## src/rtl/gpio_switch_debounce.sv

```systemverilog
// Switch/button synchroniser and debouncer feeding the MCU GPIO input port.
module gpio_switch_debounce #(
  parameter int NUM_SW       = 16,
  parameter int TICK_DIV     = 1667,
  parameter int STABLE_TICKS = 10
) (
  input  logic              clk,
  input  logic              rst_n,
  input  logic [NUM_SW-1:0] sw_raw_i,
  output logic [NUM_SW-1:0] sw_db_o,
  output logic [NUM_SW-1:0] sw_rise_o,
  output logic [NUM_SW-1:0] sw_fall_o,
  output logic              sw_chg_o
);

  localparam int TW = $clog2(TICK_DIV);
  localparam int CW = $clog2(STABLE_TICKS + 1);
  localparam logic [TW-1:0] TICK_LAST = TW'(TICK_DIV - 1);
  localparam logic [CW-1:0] SCNT_LAST = CW'(STABLE_TICKS - 1);

  if (TICK_DIV < 2) begin : g_bad_tick_div
    $error("gpio_switch_debounce: TICK_DIV must be >= 2");
  end
  if (STABLE_TICKS < 1) begin : g_bad_stable_ticks
    $error("gpio_switch_debounce: STABLE_TICKS must be >= 1");
  end

  logic [NUM_SW-1:0] sync1;
  logic [NUM_SW-1:0] sync2;
  logic [TW-1:0]     tcnt;
  logic              tick;
  logic [CW-1:0]     scnt     [NUM_SW];
  logic [CW-1:0]     scnt_nxt [NUM_SW];
  logic [NUM_SW-1:0] db_nxt;
  logic [NUM_SW-1:0] rise_nxt;
  logic [NUM_SW-1:0] fall_nxt;

  always_ff @(posedge clk or negedge rst_n) begin
    if (!rst_n) begin
      sync1 <= '0;
      sync2 <= '0;
    end else begin
      sync1 <= sw_raw_i;
      sync2 <= sync1;
    end
  end

  always_comb begin
    tick = (tcnt == TICK_LAST);
  end

  always_ff @(posedge clk or negedge rst_n) begin
    if (!rst_n) begin
      tcnt <= '0;
    end else if (tick) begin
      tcnt <= '0;
    end else begin
      tcnt <= tcnt + 1'b1;
    end
  end

  // Any agreement cycle clears the count; the new level is taken on the
  // STABLE_TICKS-th tick of an unbroken disagreement.
  always_comb begin
    scnt_nxt = scnt;
    db_nxt   = sw_db_o;
    rise_nxt = '0;
    fall_nxt = '0;
    for (int unsigned i = 0; i < NUM_SW; i++) begin
      if (sync2[i] == sw_db_o[i]) begin
        scnt_nxt[i] = '0;
      end else if (tick && (scnt[i] == SCNT_LAST)) begin
        db_nxt[i]   = sync2[i];
        scnt_nxt[i] = '0;
        rise_nxt[i] = sync2[i];
        fall_nxt[i] = ~sync2[i];
      end else if (tick) begin
        scnt_nxt[i] = scnt[i] + 1'b1;
      end
    end
  end

  always_ff @(posedge clk or negedge rst_n) begin
    if (!rst_n) begin
      scnt      <= '{default: '0};
      sw_db_o   <= '0;
      sw_rise_o <= '0;
      sw_fall_o <= '0;
      sw_chg_o  <= 1'b0;
    end else begin
      scnt      <= scnt_nxt;
      sw_db_o   <= db_nxt;
      sw_rise_o <= rise_nxt;
      sw_fall_o <= fall_nxt;
      sw_chg_o  <= |(rise_nxt | fall_nxt);
    end
  end

endmodule

```

## config.mk

```make
export PLATFORM = sky130hd
export DESIGN_NAME = gpio_switch_debounce
export DESIGN_NICKNAME = d
export VERILOG_FILES = /design/src/rtl/gpio_switch_debounce.sv
export SDC_FILE = /design/constraint.sdc
export NUM_CORES = 1
export LEC_CHECK = 0
export ABC_CLOCK_PERIOD_IN_PS = 2200
export BUFFER_PORTS_ARGS = -buffer_cell sky130_fd_sc_hd__buf_2
export CAP_MARGIN = 40
export CORE_MARGIN = 1
export CORE_UTILIZATION = 30
export DETAILED_ROUTE_END_ITERATION = 8
export GPL_TIMING_DRIVEN = 0
export PLACE_DENSITY = 0.52
export SLEW_MARGIN = 30
export SYNTH_ARGS = -nofsm -noshare
export SYNTH_HDL_FRONTEND = slang
export SYNTH_SLANG_ARGS = --single-unit
export TNS_END_PERCENT = 20
```

## constraint.sdc

```tcl
create_clock -name clk -period 2.2 [get_ports clk]
set_clock_uncertainty 0.1 [all_clocks]
set_input_delay 0.66 -clock clk [delete_from_list [all_inputs] [get_ports clk]]
set_output_delay 0.66 -clock clk [all_outputs]
set_load 0.01 [all_outputs]
```

; ---- Word-level counts from Yosys, hierarchy flattened
; Cells that the tools add are included.
[totals]
register_bits = 156
in_bits = 18
word_cells = 283
[op_classes]
n_addsub = 17
n_eq_ne = 33
n_mux = 113
bitwise = 33
n_reduce_logical = 49
[ops]
columns = operator, n
row1 = 4-bit two-way mux, 48
row2 = 4-bit by 1-bit adder with 4-bit output (second input constant), 16
row3 = 4-bit equality test (second input constant), 16
row4 = 1-bit two-way mux, 64
row5 = 3-bit nonzero test, 16
row6 = 1-bit NOT, 32
row7 = 2-bit AND reduction, 16
row8 = 1-bit equality test, 16
row9 = 1-bit logical AND, 16
row10 = 16-bit bitwise OR, 1
row11 = 16-bit OR reduction, 1
row12 = 11-bit by 1-bit adder with 11-bit output (second input constant), 1
row13 = 11-bit equality test (second input constant), 1
row14 = 11-bit two-way mux, 1

; ---- Logic depth before layout (Yosys ltp)
[logic_depth]
ltp_word = 6
ltp_mapped = 9

; ---- Worst setup path after synthesis
; Ideal clock, no wire load.
[synth_timing]
path_type = reg2reg
startpoint = register scnt[36] (netlist name)
endpoint = register sw_chg_o
arrival_ps = 1782
setup_slack_ps = 189
stages_incl_launch_ff = 6
path_buffers = 0
period_less_slack_ps = 2011
path_cell_list = dfrtp_1 ha_1 nand3b_1 o22ai_1 or4_1 o41a_1
[synth_between]
elab_chain_cells = 6
word_cells_on_any_way = 8
[synth_lines]
columns = item, line
row1 = from (decl), 32  ; logic [CW-1:0] scnt [NUM_SW];
row2 = from (signal assigned), 91  ; scnt <= scnt_nxt;
row3 = 4-bit equality test (*), 72  ; end else if (tick && (scnt[i] == SCNT_LAST)) begin
row4 = 1-bit logical AND (*), 72
row5 = 1-bit two-way mux, 72
row6 = 1-bit two-way mux, 70  ; if (sync2[i] == sw_db_o[i]) begin
row7 = 16-bit bitwise OR (*), 95  ; sw_chg_o <= |(rise_nxt | fall_nxt);
row8 = 16-bit OR reduction (*), 95
row9 = to (signal assigned), 95
row10 = to (decl), 13  ; output logic sw_chg_o
; Mark *: on every way between the ends. The rest lies on a longest branch, timed or not.
; A chain may end at the register's enable or synchronous reset.

; ---- Worst setup path in the final report
[layout_timing]
startpoint = register tcnt[0]
endpoint = register scnt[54] (netlist name)
[layout_between]
elab_chain_cells = 4
word_cells_on_any_way = 5
[layout_lines]
columns = item, line
row1 = from (decl), 30  ; logic [TW-1:0] tcnt;
row2 = from (signal assigned), 58  ; tcnt <= tcnt + 1'b1;
row3 = 11-bit equality test (*), 49  ; tick = (tcnt == TICK_LAST);
row4 = 1-bit logical AND, 72
row5 = 4-bit two-way mux, 72
row6 = 4-bit two-way mux, 70
; Marked as above.

==> results.yml <==
global_route:
  gr-total-overflow: 0
  track_usage: 0.144
  antenna_found_initial: 0
  grt_pass1_vias: 4816
  grt_pass1_wl_mm: 26.4
  grt_max_degree: 66
cts:
  clock_path_buffers: 2
  clkSinkCount: 156
  cts_max_level: 4
  cts_tree: "done"
  clkTransAtPathRegs_ps: 70
  cts-root-buf: "clkbuf_16"
  clk_latency_ps: 430
  cts_buffers: 17
timing:
  period_needed_ps: 2130
  timing.final.crit_share: 0.970
  drv_slew: 0
  setup_tns_ps: 0
  finalSetupViolCount: 0
  clock.fmax_ghz: 0.469
  tightest_slew_ps: 520
  hold-worst-slack_ps: 233
  grt_setup_unrepaired: "true"
  setup_slack_ps: 65.8
  relSlewSlack: 0.651
  hold_viol: 0
finish:
  layout_commonest_cell: "dfrtp_1"
  fin_nets: 766
  mostFrequentLayoutCells: "dfrtp_1 (154), buf_2 (67), nand2_1 (52), a21oi_1 (51), inv_1 (40)"
  fillerInstances: 2243
  area_growth_pct: 24.0
  diodes: 0
  drive_gt1_frac: 0.238
  finalInstanceArea_um2: 8620
power_and_ir_drop:
  p_comb_frac: 0.023
  leakagePower_nw: 3.97
  switching_share: 0.216
  clockPowerShare: 0.514
  p_switching_mw: 1.36
  seq_power_share: 0.462
  vdd_drop_max_mv: 0.461
  p_int_mw: 4.95
  powerDensity_nw_per_um2: 733
die:
  ios: 67
  initial_core_util: 0.306
  num_rows: 55
  die_area_um2: 23800
  dieWidth_um: 154
  fp.dieH_um: 154
  core_um2: 22700
min_path:
  hold_path.class: "in -> reg"
  holdPathStages: 1
  min_from: "sw_raw_i[1]"
  min_to: "sync1[1]"
yosys:
  ys_seq_area_frac: 0.562
  async_reset_ff_frac: 1.00
  synth_edf_count: 0
  synthDistinctLibCells: 38
  syn_inst: 615
  postSynthAreaPerCell_um2: 11.3
  synthesis.area_um2: 6950
  ys_seq_elements: 156
  yosysWarnings: 0
  ys.flop_type: "dfrtp_1"
  synth_nets: 667
worst_setup_path:
  r2r_setup_slack_ps: 70
  crit_path_end_kind: "flip-flop"
  path_class: "reg -> reg"
  arrival_ps: 2390
  crit_required_ps: 2450
  rr_endpoint: "scnt[54]"
  r2r_cells: 7
  crit_fanout: 7
  timing.rr.start: "tcnt[0]"
  cp-start-kind: "flip-flop"
route:
  drcViolationCount: 0
  routed_wl_mm: 15.9
  ant_nets: 0
  drtIter0Drc: 266
  dr.pass1.iters: 4
  via_per_inst: 4.82
  vias: 4873
  detail_route.wl_per_cell_um: 15.7
flow_run:
  drv_cap: 0
status:
  outcome: "finished, final reports clean"
placement:
  place_congestion: 0.766
  placed_cell_area_um2: 7700
  pre_cts_ws_ps: -233
  hpwl_mm: 10.1
  portBuffers: 66
## cell families (layout without fill, tap and decap cells)
logic type	count (synthesis)	after routing	share of synthesized area
compound gates	107	107	0.0898
xor+xnor	25	25	0.0380
fa+ha+maj	34	34	0.0612
buf+inv	58	170	0.0365
flops	156	156	0.562
mux	16	16	0.0259
simple gates	219	219	0.187
## cells in the mapped netlist (all sizes together), types with 4 or more instances
master,instances,area [um^2]
clkbuf,5,18.8
nand3b,37,278
nor4,7,43.8
nand3,17,90.1
nor4b,7,76.3
nand4b,12,105
and4b,4,40.0
inv,40,150
xnor2,22,238
and3,10,62.6
dfrtp,156,3900
and3b,10,88.8
nor2,36,135
o21a,13,97.6
nor3b,6,45.0
or3,8,50.1
o22ai,6,37.5
ha,34,425
o2111ai,4,35.0
nand4,4,25.0
mux2,16,180
buf,13,85.1
nand2,52,195
o21ai,16,80.1
a31oi,13,81.3
a21oi,51,255
or4,5,37.5
## registers in the layout, indices dropped and copies added, names as in the netlist
| register | cells |
|---|---|
| tcnt | 11 |
| sw_db_o | 16 |
| sw_rise_o | 16 |
| sw_fall_o | 16 |
| sync1 | 16 |
| sync2 | 16 |
| scnt | 64 |
| sw_chg_o | 1 |
## per-stage QoR
step	utilization	instances	power, mW
after global routing	0.380	1012	6.59
after floorplan	-	615	3.01
final	0.380	1012	6.32
after detailed placement	0.339	968	3.12
after global placement	0.336	966	3.10
after CTS	0.374	1010	6.43
## how the worst max path moves through the flow
stage,from,to,cells after the start
final,tcnt[0],scnt[54],7
after global routing,tcnt[0],scnt[22],7
after CTS,tcnt[0],scnt[26],7
after detailed placement,tcnt[0],scnt[50],8
after global placement,rst_n,sw_rise_o[5],1
after floorplan,scnt[36],sw_chg_o,5
## power groups by stage
stage	clock, mW	sequential, mW	combinational, mW
after detailed placement	0	2.97	0.146
after CTS	3.36	2.92	0.152
final	3.25	2.92	0.147
after global routing	3.50	2.92	0.169
after global placement	0	2.97	0.130
after floorplan	0	2.97	0.0416
## critical path: stages, from the launching register on
cell	delay, ps
dfrtp_2	440
inv_1	70
ha_1	140
nor4b_4	330
nand3_4	180
buf_4	200
or4_1	470
a21oi_1	130
## final cells by class
| type | instances | area, um^2 | area share |
|---|---|---|---|
| inverter | 40 | 150 | 0.0174 |
| sequential | 156 | 3910 | 0.453 |
| clock buffer | 20 | 467 | 0.0541 |
| timing repair buffer | 81 | 495 | 0.0575 |
| clock inverter | 12 | 186 | 0.0216 |
| tap | 285 | 357 | 0.0414 |
| buffer | 17 | 130 | 0.0151 |
| multi-input combinational | 401 | 2930 | 0.340 |
## repair_timing
action	in CTS	in global routing
resized for setup	11	30
pin swaps	2	1
setup endpoints to repair	71	87
hold endpoints to repair	28	0
setup buffers	10	2
hold buffers	1	0
## layer usage
layer / vias up / GRT usage / part of all wire
met3: 13 / 0.0375 / 0.033
li1: 2367 / - / -
met4: 0 / 0.0443 / 0.012
met2: 70 / 0.221 / 0.47
met5: - / 0 / 0
met1: 2423 / 0.200 / 0.49
Note: power is estimated with default switching activity, not from simulation.
